File: config.mk
export PLATFORM = sky130hd
export DESIGN_NAME = dispatch_queue_unit
export DESIGN_NICKNAME = d
export VERILOG_FILES = /design/src/rtl/dispatch_queue_unit.sv
export SDC_FILE = /design/constraint.sdc
export NUM_CORES = 1
export LEC_CHECK = 0
export ABC_CLOCK_PERIOD_IN_PS = 5200
export BUFFER_PORTS_ARGS = -buffer_cell sky130_fd_sc_hd__buf_2
export CAP_MARGIN = 20
export CELL_PAD_IN_SITES_DETAIL_PLACEMENT = 0
export CELL_PAD_IN_SITES_GLOBAL_PLACEMENT = 1
export CORE_ASPECT_RATIO = 1.1
export CORE_MARGIN = 5
export CORE_UTILIZATION = 52
export DETAILED_ROUTE_END_ITERATION = 16
export PLACE_DENSITY_LB_ADDON = 0.1
export SLEW_MARGIN = 10
export SYNTH_ARGS = -nofsm -noshare
export SYNTH_HDL_FRONTEND = slang
export SYNTH_SLANG_ARGS = --single-unit
File: constraint.sdc
create_clock -name clk -period 5.2 [get_ports clk]
set_clock_uncertainty 0.2 [all_clocks]
set_input_delay 1.04 -clock clk [delete_from_list [all_inputs] [get_ports clk]]
set_output_delay 1.04 -clock clk [all_outputs]
set_load 0.02 [all_outputs]
File: src/rtl/dispatch_queue_unit.sv
// In-order decode queue dispatching up to two instructions per cycle to ADD/MUL RS channels.
// Optional macro DQU_PERF_COUNTERS_EN adds stall/dual-dispatch/drop counters.
module dispatch_queue_unit #(
  parameter int                 DEPTH    = 8,
  parameter int                 FIELD_W  = 8,
  parameter logic [FIELD_W-1:0] ADD_CODE = 'h01,
  parameter logic [FIELD_W-1:0] MUL_CODE = 'h02
) (
  input  logic                     clk,
  input  logic                     rst_n,
  input  logic                     flush,
  input  logic                     in_valid0,
  input  logic [4*FIELD_W-1:0]     in_inst0,
  input  logic                     in_valid1,
  input  logic [4*FIELD_W-1:0]     in_inst1,
  output logic                     in_ready,
  input  logic                     add_rs_full,
  input  logic                     mul_rs_full,
  output logic                     add_valid,
  output logic [4*FIELD_W-1:0]     add_inst,
  output logic                     mul_valid,
  output logic [4*FIELD_W-1:0]     mul_inst,
`ifdef DQU_PERF_COUNTERS_EN
  output logic [15:0]              stall_cycles,
  output logic [15:0]              dual_dispatches,
  output logic [15:0]              dropped_insts,
`endif
  output logic [$clog2(DEPTH):0]   q_count
);
  localparam int AW = $clog2(DEPTH);
  localparam int IW = 4 * FIELD_W;

  logic [IW-1:0]  mem [DEPTH];
  logic [AW-1:0]  wr_ptr, rd_ptr, rd_ptr1;
  logic [AW:0]    count;
  logic           push0, push1, h0_v, h1_v;
  logic [IW-1:0]  h0, h1, add_sel, mul_sel;
  logic [FIELD_W-1:0] t0, t1;
  logic           add_fire, mul_fire, drop;
  logic [1:0]     pops, pushes;

  // in_ready looks only at registered occupancy, so a full-ish queue refuses a pair even if it pops
  assign in_ready = (count <= (AW+1)'(DEPTH - 2));
  assign push0    = in_ready & in_valid0 & ~flush;
  assign push1    = push0 & in_valid1;
  assign pushes   = {1'b0, push0} + {1'b0, push1};
  assign q_count  = count;

  assign rd_ptr1 = rd_ptr + AW'(1);
  assign h0      = mem[rd_ptr];
  assign h1      = mem[rd_ptr1];
  assign t0      = h0[IW-1 -: FIELD_W];
  assign t1      = h1[IW-1 -: FIELD_W];
  assign h0_v    = (count != '0);
  assign h1_v    = (count >= (AW+1)'(2));

  always_comb begin
    add_fire = 1'b0;
    mul_fire = 1'b0;
    add_sel  = h0;
    mul_sel  = h0;
    drop     = 1'b0;
    pops     = 2'd0;
    if (h0_v) begin
      if (t0 == ADD_CODE) begin
        if (!add_rs_full) begin
          add_fire = 1'b1;
          pops     = 2'd1;
          if (h1_v && t1 == MUL_CODE && !mul_rs_full) begin
            mul_fire = 1'b1;
            mul_sel  = h1;
            pops     = 2'd2;
          end
        end
      end else if (t0 == MUL_CODE) begin
        if (!mul_rs_full) begin
          mul_fire = 1'b1;
          pops     = 2'd1;
          if (h1_v && t1 == ADD_CODE && !add_rs_full) begin
            add_fire = 1'b1;
            add_sel  = h1;
            pops     = 2'd2;
          end
        end
      end else begin
        // unknown type is popped alone so H1 never overtakes a dropped slot in the same cycle
        drop = 1'b1;
        pops = 2'd1;
      end
    end
  end

  // Storage has no reset: contents are don't-care whenever count says so
  always_ff @(posedge clk) begin
    if (push0) mem[wr_ptr]          <= in_inst0;
    if (push1) mem[wr_ptr + AW'(1)] <= in_inst1;
  end

  always_ff @(posedge clk or negedge rst_n) begin
    if (!rst_n) begin
      wr_ptr    <= '0;
      rd_ptr    <= '0;
      count     <= '0;
      add_valid <= 1'b0;
      mul_valid <= 1'b0;
      add_inst  <= '0;
      mul_inst  <= '0;
    end else if (flush) begin
      wr_ptr    <= '0;
      rd_ptr    <= '0;
      count     <= '0;
      add_valid <= 1'b0;
      mul_valid <= 1'b0;
    end else begin
      wr_ptr    <= wr_ptr + AW'(pushes);
      rd_ptr    <= rd_ptr + AW'(pops);
      count     <= count + (AW+1)'(pushes) - (AW+1)'(pops);
      add_valid <= add_fire;
      mul_valid <= mul_fire;
      if (add_fire) add_inst <= add_sel;
      if (mul_fire) mul_inst <= mul_sel;
    end
  end

`ifdef DQU_PERF_COUNTERS_EN
  // Counters survive flush on purpose so software can see cost across flushes
  always_ff @(posedge clk or negedge rst_n) begin
    if (!rst_n) begin
      stall_cycles    <= '0;
      dual_dispatches <= '0;
      dropped_insts   <= '0;
    end else begin
      if (h0_v && pops == 2'd0 && stall_cycles != 16'hFFFF)
        stall_cycles <= stall_cycles + 16'd1;
      if (add_fire && mul_fire && !flush && dual_dispatches != 16'hFFFF)
        dual_dispatches <= dual_dispatches + 16'd1;
      if (drop && !flush && dropped_insts != 16'hFFFF)
        dropped_insts <= dropped_insts + 16'd1;
    end
  end
`endif

endmodule
# After elaboration in Yosys (flattened, before gate mapping)
# Memory sizes are Yosys's and may differ from the RTL's.
# Index checks and enable logic that the tools add are counted.
dict set report totals {
  reg_bits 76
  ramBits 256
  inputBits 71
  out_inout_bits 71
  word_cells 71
  mem_count 1
}
# memory depth width read_ports rd_ports_with_merged_regs write_ports line
set memory_table {}
lappend memory_table {mem 8 32 2 0 2 33} ;# logic [IW-1:0] mem [DEPTH];
dict set report op_classes {
  n_addsub 7
  n_lt_le_gt_ge 2
  eq_ne 4
  n_mux 37
  bitwise_logic 4
  reduce_logical 9
}
# operator n
set op_table {}
lappend op_table {{$mux W32} 9}
lappend op_table {{$mux W1} 18}
lappend op_table {{$eq A8 B1 Y1 const B} 2}
lappend op_table {{$eq A8 B2 Y1 const B} 2}
lappend op_table {{$mux W2} 7}
lappend op_table {{$add A3 B1 Y3 const B} 2}
lappend op_table {{$add A3 B2 Y3} 2}
lappend op_table {{$mux W3} 2}
lappend op_table {{$add A4 B2 Y4} 1}
lappend op_table {{$ge A4 B2 Y1 const B} 1}
lappend op_table {{$le A4 B3 Y1 const B} 1}
lappend op_table {{$logic_and A1 B1 Y1} 4}
lappend op_table {{$mux W4} 1}
lappend op_table {{$reduce_and A2 Y1} 2}
lappend op_table {{$reduce_bool A4 Y1} 1}
lappend op_table {{$sub A4 B2 Y4} 1}
lappend op_table {{$and A1 B1 Y1} 3}
lappend op_table {{$add A1 B1 Y2} 1}
lappend op_table {{$logic_not A1 Y1} 2}
lappend op_table {{$not A1 Y1} 1}

# Longest topological paths before layout
# An unclocked memory read counts as a cell.
dict set report depth {
  ltp_word 12
  ltp_mapped 17
}

# Worst setup path before layout
# Ideal clock, no wire load.
dict set report synth_timing {
  path_kind {register to register}
  startpoint {reg count[3] (netlist: q_count[3])}
  endpoint {mem mem[0][0] (netlist bit), enable pin}
  setup_time_ns 0.470
  arrival_time_ns 4.056
  t_required_ns 4.530
  slack_ns 0.474
  path_stages_with_launch 8
  path_buffers 0
  synth_period_minus_slack_ns 4.726
  cell_sequence {dfrtp_1 inv_1 ha_1 nand2_1 mux2i_1 and3b_1 nand2b_1 o31ai_1}
}
# element line
set synth_lines {}
lappend synth_lines {{start, declared} 35} ;# logic [AW:0] count;
lappend synth_lines {{start signal, assigned} 117} ;# count <= count + (AW+1)'(pushes) - (AW+1)'(pops);
lappend synth_lines {{end, declared} 33}

# Final worst setup path
dict set report layout_timing {
  startpoint {reg rd_ptr[0]}
  endpoint {reg count[3] (netlist: q_count[3])}
}
dict set report layout_via {
  elab_chain_cells 12
  elab_cells_between_ends 19
}
# element line
set layout_rtl {}
lappend layout_rtl {{start, declared} 34} ;# logic [AW-1:0] wr_ptr, rd_ptr, rd_ptr1;
lappend layout_rtl {{start signal, assigned} 116} ;# rd_ptr <= rd_ptr + AW'(pops);
lappend layout_rtl {{$add A3 B1 Y3} 49} ;# assign rd_ptr1 = rd_ptr + AW'(1);
lappend layout_rtl {{$mem_v2 Z8 W32 *} --}
lappend layout_rtl {{$eq A8 B1 Y1} 79} ;# if (h1_v && t1 == ADD_CODE && !add_rs_full) begin
lappend layout_rtl {{$logic_and A1 B1 Y1 (2 in a row)} 79}
lappend layout_rtl {{$mux W2} 79}
lappend layout_rtl {{$mux W2} 76} ;# if (!mul_rs_full) begin
lappend layout_rtl {{$mux W2} 75} ;# end else if (t0 == MUL_CODE) begin
lappend layout_rtl {{$mux W2 *} 65} ;# if (t0 == ADD_CODE) begin
lappend layout_rtl {{$mux W2 *} 64} ;# if (h0_v) begin
lappend layout_rtl {{$sub A4 B2 Y4 *} 117}
lappend layout_rtl {{$mux W4 *} 108} ;# end else if (flush) begin
# Mark *: on every way between the ends. The rest lies on a longest branch, timed or not.
# A chain may end at the register's enable or synchronous reset.

==> impl_metrics.env <==
export IMPL_crit_start="rd_ptr[0]"
export IMPL_switchingPower_mw=2.715
export IMPL_outcome="completed"
export IMPL_synth_edff_count=256
export IMPL_syn_num_nets=1185
export IMPL_pwr_share_comb_pct=34.3
export IMPL_synth_top_area_share_pct=42.17
export IMPL_yosysMostFrequentCell="mux2_2"
export IMPL_root_buffer="clkbuf_16"
export IMPL_via_per_inst=6.339
export IMPL_core_area_mm2=0.03486
export IMPL_netlist_top_cells_count="mux2_2, edfxtp_1, mux4_2"
export IMPL_dr_pass1_iters=5
export IMPL_syn_area_mm2=0.01823
export IMPL_detail_route_wl_per_cell_um=28.16
export IMPL_dp_hpwl_mm=28.30
export IMPL_fin_crit_sh_pct=83.70
export IMPL_area_growth_pct=13.42
export IMPL_finalSetupViolations=0
export IMPL_drt_wl_total_mm=48.13
export IMPL_critPathMaxFanout=28
export IMPL_p_total_mw=8.762
export IMPL_synthCells=1100
export IMPL_synth_flop_cell="edfxtp_1"
export IMPL_drc=0
export IMPL_port_buffers=141
export IMPL_avgSynthCellArea_um2=16.57
export IMPL_swShare_pct=30.99
export IMPL_antenna_found_initial=3
export IMPL_ys_ff_latch=332
export IMPL_yosys_warnings=0
export IMPL_ant_nets=0
export IMPL_crit_top_cell="nor2_1"
export IMPL_maxCapViolCount=0
export IMPL_cp_cell_sequence="ha_4, mux2_2, mux4_2, nand2_1, nor2_1, and3_1, or2_2, fa_1, inv_1, ha_1, a21o_1, a21oi_1, xnor2_1, nor2_1"
export IMPL_grt_first_pass_wirelength_mm=71.90
export IMPL_ir_drop_mv=0.2969
export IMPL_cp_start_kind="flip-flop"
export IMPL_crit_type="flip-flop to flip-flop"
export IMPL_grt_max_degree=50
export IMPL_crit_path_end_kind="flip-flop"
export IMPL_finalHoldViolCount=0
export IMPL_clkSinkCount=332
export IMPL_pwr_share_seq_pct=36.6
export IMPL_vias=10830
export IMPL_critPathBufInv=1
export IMPL_fp_dieW_um=188.5
export IMPL_yosys_area_top_type="edfxtp_1"
export IMPL_clock_fmax_mhz=229.7
export IMPL_holdBufCountCts=0
export IMPL_cts_setup_buffers=0
export IMPL_drt_iter0_markers=954
export IMPL_fin_setup_tns_ns=0
export IMPL_hp_start="add_inst[24]"
export IMPL_rr_startpoint="rd_ptr[0]"
export IMPL_clock_path_buffers=3
export IMPL_drv_slew=0
export IMPL_grt_pass1_vias=11270
export IMPL_rsz0062_at_grt="no"
export IMPL_power_leakage_nw=7.657
export IMPL_finish_instance_area_mm2=0.02067
export IMPL_relSlewSlack_pct=31.06
export IMPL_cts_tree="built"
export IMPL_async_reset_ff_share_pct=22.89
export IMPL_ys_types=51
export IMPL_dieArea_mm2=0.03890
export IMPL_fin_crit_ns=4.353
export IMPL_cellPowerDensity_mw_per_mm2=423.8
export IMPL_drive_gt1_share_pct=51.46
export IMPL_htree_num_levels=2
export IMPL_grt_remaining_overflow=0
export IMPL_arrival_ns=4.56
export IMPL_yosysSeqAreaShare_pct=52.61
export IMPL_clkPwrFrac_pct=29.1
export IMPL_rows=72
export IMPL_cts_resized=0
export IMPL_hp_class="flip-flop to flip-flop"
export IMPL_diodes=0
export IMPL_start_util_pct=52.28
export IMPL_dpl_cell_area_mm2=0.01946
export IMPL_place_congestion=0.8580
export IMPL_die_h_um=206.4
export IMPL_gr_usage_all_layers_pct=24.70
export IMPL_cp_required_ns=5.41
export IMPL_critPathSlowestCell="dfrtp_4"
export IMPL_cts_buffers=37
export IMPL_io_pins=142
export IMPL_cp_top_family="adder cells"
export IMPL_p_int_mw=6.047
export IMPL_synth_area_top_cells="edfxtp_1, mux2_2, mux4_2, dfrtp_1, mux2i_1"
export IMPL_holdWs_ns=0.2610
export IMPL_clk_latency_ns=0.53
export IMPL_clk_pin_slew_ns=0.06
export IMPL_max_stage_delay_ns=0.64
export IMPL_nets=1321
export IMPL_worst_pin_slew_ns=1.030
[logic make-up after synthesis]
kind of cell	synth area share, %
compound gates	1.085
mux	39.07
xor+xnor	0.3844
fa+ha+maj	1.126
buf+inv	2.492
simple gates	3.233
flops	52.61
[sequential cells by signal (all words and copies together) (netlist names)]
signal     count
add_valid      1
mul_valid      1
mul_inst      32
q_count        4
rd_ptr         3
wr_ptr         3
add_inst      32
mem          256
[worst paths after layout]
path                                end  slack, ns  cells after the start
min                        add_inst[24]       0.26                      1
max in group asynchronous  mul_inst[12]       3.52                      2
min in group asynchronous  add_inst[28]       0.30                      1
max reg2reg                  q_count[3]       0.85                     14
min reg2reg                add_inst[24]       0.26                      1
max                          q_count[3]       0.85                     14
[final cells by class]
class	count	area [um2]
Clock buffer	55	1126
Fill cell	2744	14190
Sequential cell	332	9595
Inverter	15	56.30
Multi-Input combinational cell	679	8328
Tap cell	444	555.5
Clock inverter	13	58.81
Timing Repair Buffer	171	953.4
[stage by stage]
| step | util, % | setup WS (ns) | instances |
|---|---|---|---|
| 4_1_cts | 59.22 | 0.8358 | 1708 |
| 5_1_grt | 59.30 | 0.6063 | 1709 |
| 3_5_place_dp | 55.82 | 0.8516 | 1640 |
| 6_report | 59.30 | 0.8473 | 1709 |
| 3_3_place_gp | 55.82 | 0.9036 | 1640 |
| 2_1_floorplan | - | 0.4741 | 1100 |
[cell usage in the layout (no fill, tap or decap), drive strengths merged, types with 2 or more instances in the layout]
cell type	instances
nand3	2
edfxtp	256
mux4	111
fa	4
clkbuf	55
and3	4
nor3	11
a21o	2
nor4	14
o21ai	3
o21a	2
nand2	13
xor2	3
nand4	4
a21oi	6
or2	4
buf	171
clkinv	12
xnor2	5
nand2b	4
nor2	20
a2111oi	4
and4	3
inv	16
a41oi	2
ha	10
and2	8
dfrtp	76
o21bai	3
nor2b	15
mux2	309
mux2i	107
[per-layer routing]
layer	part of all wire, %	up-vias	GRT usage (%)
li1	-	4692	-
met1	42	5650	32.59
met2	50	397	42.91
met3	5.7	89	3.919
met4	2.5	6	6.950
met5	0.071	-	0
[worst reg2reg max path, cell delays in order (launching register included)]
cell and delay (ns):
dfrtp_4 0.64, ha_4 0.49, mux2_2 0.37, mux4_2 0.49
nand2_1 0.10, nor2_1 0.07, and3_1 0.18, or2_2 0.31
fa_1 0.51, inv_1 0.06, ha_1 0.27, a21o_1 0.16
a21oi_1 0.19, xnor2_1 0.14, nor2_1 0.05
[power groups by stage]
stage	clock, mW	combinational (mW)	sequential, mW
final	2.55	3.01	3.20
after global routing	2.70	3.27	3.23
after CTS	2.60	3.00	3.21
after detailed placement	0	2.99	3.26
after global placement	0	2.95	3.25
after floorplan	0	2.22	3.30
No activity file was read; power rests on OpenSTA's default activity.
